--- src/rtl/serial_adder_pkg.sv ---
// rtl/serial_adder_pkg.sv - shared types and defaults for the bit-serial adder
package serial_adder_pkg;

  typedef enum logic [1:0] {
    IDLE = 2'd0,
    RUN  = 2'd1,
    DONE = 2'd2
  } state_t;

  localparam int SA_WIDTH = 6;

endpackage

--- src/rtl/gph_cell.sv ---
// rtl/gph_cell.sv - single-bit generate/propagate/half-sum cell
module gph_cell (
  input  logic x,
  input  logic y,
  output logic g,
  output logic p,
  output logic h
);

  assign g = x & y;
  assign p = x | y;
  assign h = x ^ y;

endmodule

--- src/rtl/serial_adder_seq.sv ---
// rtl/serial_adder_seq.sv - bit-serial add sequencer, one bit per clock, LSB first
module serial_adder_seq
  import serial_adder_pkg::*;
#(
  parameter int WIDTH = SA_WIDTH
) (
  input  logic             clk,
  input  logic             rst_n,
  input  logic             in_valid,
  output logic             in_ready,
  input  logic [WIDTH-1:0] a,
  input  logic [WIDTH-1:0] b,
  input  logic             cin,
  output logic             out_valid,
  input  logic             out_ready,
  output logic [WIDTH-1:0] sum,
  output logic             cout,
  output logic             ovf,
  output logic             busy
);

  localparam int CW = $clog2(WIDTH);
  localparam logic [CW-1:0] LAST = CW'(WIDTH - 1);

  state_t           state, state_n;
  logic [WIDTH-1:0] a_sh, b_sh, sum_r;
  logic [CW-1:0]    cnt;
  logic             carry, cout_r, ovf_r;
  logic             g, p, h, s, c_next;
  logic             accept, last_bit;

  gph_cell u_cell (
    .x(a_sh[0]),
    .y(b_sh[0]),
    .g(g),
    .p(p),
    .h(h)
  );

  assign s        = h ^ carry;
  assign c_next   = g | (p & carry);
  assign last_bit = (cnt == LAST);

  // in_ready must not depend on in_valid to avoid a combinational handshake loop
  assign in_ready  = (state == IDLE) || ((state == DONE) && out_ready);
  assign accept    = in_valid && in_ready;
  assign out_valid = (state == DONE);
  assign busy      = (state == RUN);
  assign sum       = sum_r;
  assign cout      = cout_r;
  assign ovf       = ovf_r;

  always_ff @(posedge clk or negedge rst_n) begin
    if (!rst_n) state <= IDLE;
    else        state <= state_n;
  end

  always_comb begin
    state_n = state;
    case (state)
      IDLE: if (accept) state_n = RUN;
      RUN:  if (last_bit) state_n = DONE;
      DONE: if (out_ready) state_n = in_valid ? RUN : IDLE;
      default: state_n = IDLE;
    endcase
  end

  always_ff @(posedge clk or negedge rst_n) begin
    if (!rst_n) begin
      a_sh   <= '0;
      b_sh   <= '0;
      sum_r  <= '0;
      cnt    <= '0;
      carry  <= 1'b0;
      cout_r <= 1'b0;
      ovf_r  <= 1'b0;
    end else if (accept) begin
      a_sh  <= a;
      b_sh  <= b;
      carry <= cin;
      cnt   <= '0;
    end else if (state == RUN) begin
      a_sh  <= a_sh >> 1;
      b_sh  <= b_sh >> 1;
      sum_r <= {s, sum_r[WIDTH-1:1]};
      carry <= c_next;
      if (last_bit) begin
        // carry currently held is the one entering the MSB position
        cout_r <= c_next;
        ovf_r  <= carry ^ c_next;
      end else begin
        cnt <= cnt + 1'b1;
      end
    end
  end

endmodule

--- config.mk ---
export PLATFORM = sky130hd
export DESIGN_NAME = serial_adder_seq
export DESIGN_NICKNAME = d
export VERILOG_FILES = /design/src/rtl/serial_adder_pkg.sv /design/src/rtl/gph_cell.sv /design/src/rtl/serial_adder_seq.sv
export SDC_FILE = /design/constraint.sdc
export NUM_CORES = 1
export LEC_CHECK = 0
export BUFFER_PORTS_ARGS = -buffer_cell sky130_fd_sc_hd__buf_4
export CORE_AREA = 2 2 51 53
export CTS_BUF_LIST = sky130_fd_sc_hd__clkbuf_4 sky130_fd_sc_hd__clkbuf_8
export CTS_CLUSTER_DIAMETER = 50
export CTS_CLUSTER_SIZE = 28
export DETAILED_ROUTE_END_ITERATION = 7
export DIE_AREA = 0 0 53 55
export PLACE_DENSITY = 0.77
export SLEW_MARGIN = 20
export SYNTH_ARGS = -nofsm -noshare
export SYNTH_HDL_FRONTEND = slang
export SYNTH_HIERARCHICAL = 1
export SYNTH_SLANG_ARGS = --single-unit
--- constraint.sdc ---
create_clock -name clk -period 1.95 [get_ports clk]
set_clock_uncertainty 0.2 [all_clocks]
set_input_delay 0.0975 -clock clk [delete_from_list [all_inputs] [get_ports clk]]
set_output_delay 0.0975 -clock clk [all_outputs]
set_load 0.03 [all_outputs]
# Yosys cells after proc, flatten, opt, wreduce, memory -nomap -nowiden
# Index checks and enable logic that the tools add are counted.
[totals]
output_inout_bits = 11
inputBits = 17
reg_bits = 26
wordCells = 47
[op_classes]
n_eq_ne = 7
muxes = 14
bitwise = 8
n_addsub = 1
n_reduce_logical = 9
[ops]
columns = ["operator", "count"]
rows = [
  ["$mux W6", 4],
  ["$mux W3", 3],
  ["$mux W2", 3],
  ["$pmux W2 S3", 1],
  ["$reduce_and A3 Y1", 2],
  ["$ne A2 B1 Y1 const B", 2],
  ["$ne A2 B2 Y1 const B", 2],
  ["$reduce_and A2 Y1", 2],
  ["$add A3 B1 Y3 const B", 1],
  ["$eq A3 B3 Y1 const B", 1],
  ["$mux W1", 3],
  ["$xor A1 B1 Y1", 3],
  ["$and A1 B1 Y1", 2],
  ["$eq A2 B1 Y1 const B", 1],
  ["$eq A2 B2 Y1 const B", 1],
  ["$logic_and A1 B1 Y1", 2],
  ["$logic_not A2 Y1", 1],
  ["$or A1 B1 Y1", 2],
  ["$reduce_bool A2 Y1", 1],
  ["$logic_or A1 B1 Y1", 1],
  ["$not A1 Y1", 1],
]

# Depth between registers and ports, before layout
[logic_depth]
ltp_word = 6
depth_mapped = 6
ltp_nobuf = 6

# Modules after synthesis
# The synthesis kept the hierarchy.
[modules_own_cells]
columns = ["module", "cells_per_inst", "n_inst", "area_per_inst_um2", "seq_area_each_um2"]
rows = [
  ["serial_adder_seq", 124, 1, 1227.4, 650.6],
  ["gph_cell", 5, 1, 36.3, 0.0],
]

# Worst setup path after synthesis
# Ideal clock, no wire load.
[synth_path]
path_kind = "reg2reg"
start = "reg cnt[0]"
end = "reg cnt[0]"
period_less_slack_ns = 1.465
arrival_ns = 1.187
path_stages_with_launch = 5
t_required_ns = 1.673
slack_ns = 0.485
setup_ns = 0.077
path_buffers = 0
cell_sequence = "dfrtp_1 -> ha_1 -> and2_1 -> or3_1 -> a21oi_1"
[synth_between]
elab_chain_len = 4
word_cells_on_any_way = 7
classes_between = "add/sub: 1; eq/ne: 2; mux: 3; reduce/logical: 1"
[synth_lines]
columns = ["item", "line", "rtl"]
rows = [
  ["start: declaration", "serial_adder_seq.sv:27", "logic [CW-1:0] cnt;"],
  ["start signal: assignment", "serial_adder_seq.sv:92", "cnt <= cnt + 1'b1;"],
  ["$add A3 B1 Y3", "serial_adder_seq.sv:92", ""],
  ["$mux W3", "serial_adder_seq.sv:87", "if (last_bit) begin"],
  ["$mux W3", "serial_adder_seq.sv:82", "end else if (state == RUN) begin"],
  ["$mux W3", "serial_adder_seq.sv:77", "end else if (accept) begin"],
]
# Parallel ways exist; a longest one is shown, timed or not. The select of a mux whose other input is x is not followed.
# A chain may end at the register's enable or synchronous reset.

# Final worst setup path
[layout_path]
start = "reg state[1]"
end = "out busy"
[layout_between]
elab_chain_len = 1
[layout_lines]
columns = ["item", "line", "rtl"]
rows = [
  ["start: declaration", "serial_adder_seq.sv:25", "state_t state, state_n;"],
  ["start signal: assignment", "serial_adder_seq.sv:55", "else state <= state_n;"],
  ["$eq A2 B1 Y1", "serial_adder_seq.sv:48", "assign busy = (state == RUN);"],
  ["end: declaration", "serial_adder_seq.sv:19", "output logic busy"],
]
# No other way between the ends.

==> flow_summary.yaml <==
place:
  io_buffers: 27
  hpwlAfterDp_um: 1740
  dp_cells: 183
  place.gp.congestion: 0.748
worst_hold_path:
  hold_class: "in -> async"
power:
  internal_power_uw: 1410
  sw_frac_of_total: 0.421
  seqPwrFrac: 0.388
  peakVddDrop_mv: 1.06
  p_clk_frac: 0.112
  power.switching_uw: 1020
  p_leak_uw: 0.000817
  combPwrFrac: 0.500
  p_per_area_nw_per_um2: 1460
logic_synthesis:
  ys_seq_area_frac: 0.515
  synth_warnings: 6
  synth_top_cell_area_share: 0.515
  netlist_area_um2: 1260
  synth_top_cell_by_area: "dfrtp_1"
  ys_types: 26
  synth_area_leaders: "dfrtp_1, mux2i_1, o21ai_0, nand2_1, nand3_1"
  netlist_instances: 129
  avgSynthCellArea_um2: 9.80
  syn_nets: 150
  ys_ff_latch: 26
setup_path:
  r2r-start: "cnt[0]$_DFFE_PN0P_"
  end_kind: "primary output"
  cp_cell_sequence: "nand2b_1, inv_2, buf_4"
  crit_path_start_kind: "flip-flop"
  reg2reg_to: "cnt[0]$_DFFE_PN0P_"
  worst_path_max_delay_cell: "dfrtp_1"
  critical_path.max_stage_delay_ns: 0.43
  rr_worst_depth: 4
  r2r_slack_ns: 0.37
  crit_fanout: 11
  crit_start: "state[1]$_DFFE_PN0P_"
  crit_required_ns: 1.65
  arrival_ns: 1.45
  crit_type: "reg -> out"
clock_tree:
  worstSkewPairLatency_ns: 0.32
  cts_root_buf: "clkbuf_4"
  cts_made_buffers: 3
  cts-htree-levels: 1
  cts_num_sinks: 26
  cts_tree: "done"
  path_clk_slew_ns: 0.14
  cts_resized: 0
  post_cts_buffers: 0
  clk_path_buf_depth: 2
grt:
  grt_start_max_net_pins: 27
  met3_usage: 0.0269
  grt_usage: 0.210
  use_met2: 0.402
  grt_antenna_before_repair: 0
  use_met1: 0.245
  grt_overflow: 0
  grt_pass1_vias: 1040
  top_usage_layer: "met2"
  grt_pass1_wl_um: 4430
timing:
  final-setup-viol-count: 0
  finalCritPeriodShare: 0.896
  max_freq_ghz: 0.572
  rsz0062_at_grt: "false"
  final.setup.tns_ns: 0
  period_minus_slack_ns: 1.75
  hold_violations: 12
  tightest_slew_ns: 0.328
  finalMaxSlewViolations: 0
  holdWs_ns: -0.00814
  relSlewSlack: 0.781
detailed_routing:
  final_antenna_net_count: 0
  drt_iter0_drc: 9
  vias_per_cell: 5.17
  dr_total_vias: 1044
  drt_wl_total_um: 2580
  drt_drc_violations_left: 0
  drtPass1Iterations: 4
  wl_per_cell_um: 12.8
floorplan:
  core_um2: 2360
  die-area_um2: 2920
  fp.dieH_um: 55
  die_w_um: 53
  rows: 18
  io-pin-count: 28
  initial_utilization: 0.534
run_status:
  status: "complete, but fails checks"
  violations: "hold timing"
finish:
  fin_nets: 194
  antennaDiodeCount: 0
  final_common_cell: "buf_4"
  fin_cells: 202
  syn_to_final_growth_pct: 31.8
  mostFrequentLayoutCells: "buf_4, dfrtp_1, nand2_1, o21ai_0, dlygate4sd3_1"
  drive_gt1_frac: 0.215
run:
  cap_viol_max_count: 0
==> metrics by stage <==
| step | setup slack [ns] | total power, uW | cell area [um2] | hold WS [ns] | utilization |
|---|---|---|---|---|---|
| CTS | 0.209 | 2450 | 1670 | 0.00698 | 0.704 |
| detailed placement | 0.396 | 2160 | 1480 | -0.176 | 0.625 |
| global route | 0.113 | 2630 | 1670 | 0.0290 | 0.704 |
| global placement | 0.440 | 2100 | 1480 | -0.179 | 0.625 |
| finish | 0.203 | 2430 | 1670 | -0.00814 | 0.704 |
| floorplan | 0.485 | 1840 | 1260 | -0.398 | - |
==> repair_timing <==
| item | in CTS | in global routing |
|---|---|---|
| hold endpoints to repair | 40 | 0 |
| hold buffers | 15 | 0 |
| endpoints found under the setup margin | 0 | 0 |
==> synthesized netlist by cell type (all sizes together) <==
| cell | number |
|---|---|
| or2b | 1 |
| nand2 | 22 |
| a31oi | 1 |
| mux2i | 11 |
| xnor2 | 1 |
| nor3b | 1 |
| buf | 6 |
| and4b | 1 |
| nor2 | 2 |
| nor2b | 2 |
| nor3 | 1 |
| clkbuf | 1 |
| a21oi | 4 |
| or3 | 2 |
| nand4b | 1 |
| ha | 4 |
| and2 | 2 |
| nand2b | 2 |
| dfrtp | 26 |
| o21ai | 20 |
| inv | 6 |
| nand3 | 12 |
==> how the worst max path moves through the flow <==
stage | to | slack, ns | cells past startpoint
2_1_floorplan | cnt[0]$_DFFE_PN0P_ | 0.49 | 4
3_3_place_gp | cnt[0]$_DFFE_PN0P_ | 0.44 | 4
3_5_place_dp | cnt[0]$_DFFE_PN0P_ | 0.40 | 4
4_1_cts | busy | 0.21 | 3
5_1_grt | busy | 0.11 | 3
6_report | busy | 0.20 | 3
==> layout make-up <==
class	count	area, um2
fillers	189	699
flip-flops and latches	26	651
multi-input cells	90	536
repair buffers	46	383
well taps	30	37.5
clock buffers	4	36.3
inverters	6	22.5
==> power groups by stage <==
stage / Sequential [uW] / Clock [uW] / Combinational, uW
2_1_floorplan: 1060 / 0 / 780
3_3_place_gp: 939 / 0 / 1160
3_5_place_dp: 957 / 0 / 1200
4_1_cts: 943 / 277 / 1230
5_1_grt: 980 / 290 / 1360
6_report: 942 / 273 / 1210
==> logic make-up (layout without fill, tap and decap cells) <==
group	Yosys count	after routing	synth area share
and+or+nand+nor	49	49	0.190
DFF	26	26	0.515
AOI/OAI and AO/OA	25	25	0.100
buffers and inverters	13	56	0.0614
muxes	11	11	0.0871
adders and majority gates	4	4	0.0396
xor gates and xnor gates	1	1	0.00693
==> state kept, by name (all words and copies together) (netlist names) <==
name and count:
a_sh 6, b_sh 6, sum 6, cnt 3, state 2, carry 1
cout 1, ovf 1
==> worst max-delay path: cells and delay by family, from the launching register on <==
| kind | cells | cell delay (ns) |
|---|---|---|
| buf+inv | 2 | 0.43 |
| flops | 1 | 0.43 |
| simple gates | 1 | 0.26 |
==> metal layers <==
metal,vias to the layer above,share of wire
li1,525,-
met1,494,0.45
met2,21,0.51
met3,4,0.034
met4,0,0.0097
met5,-,0
(Power assumes the default switching activity.)
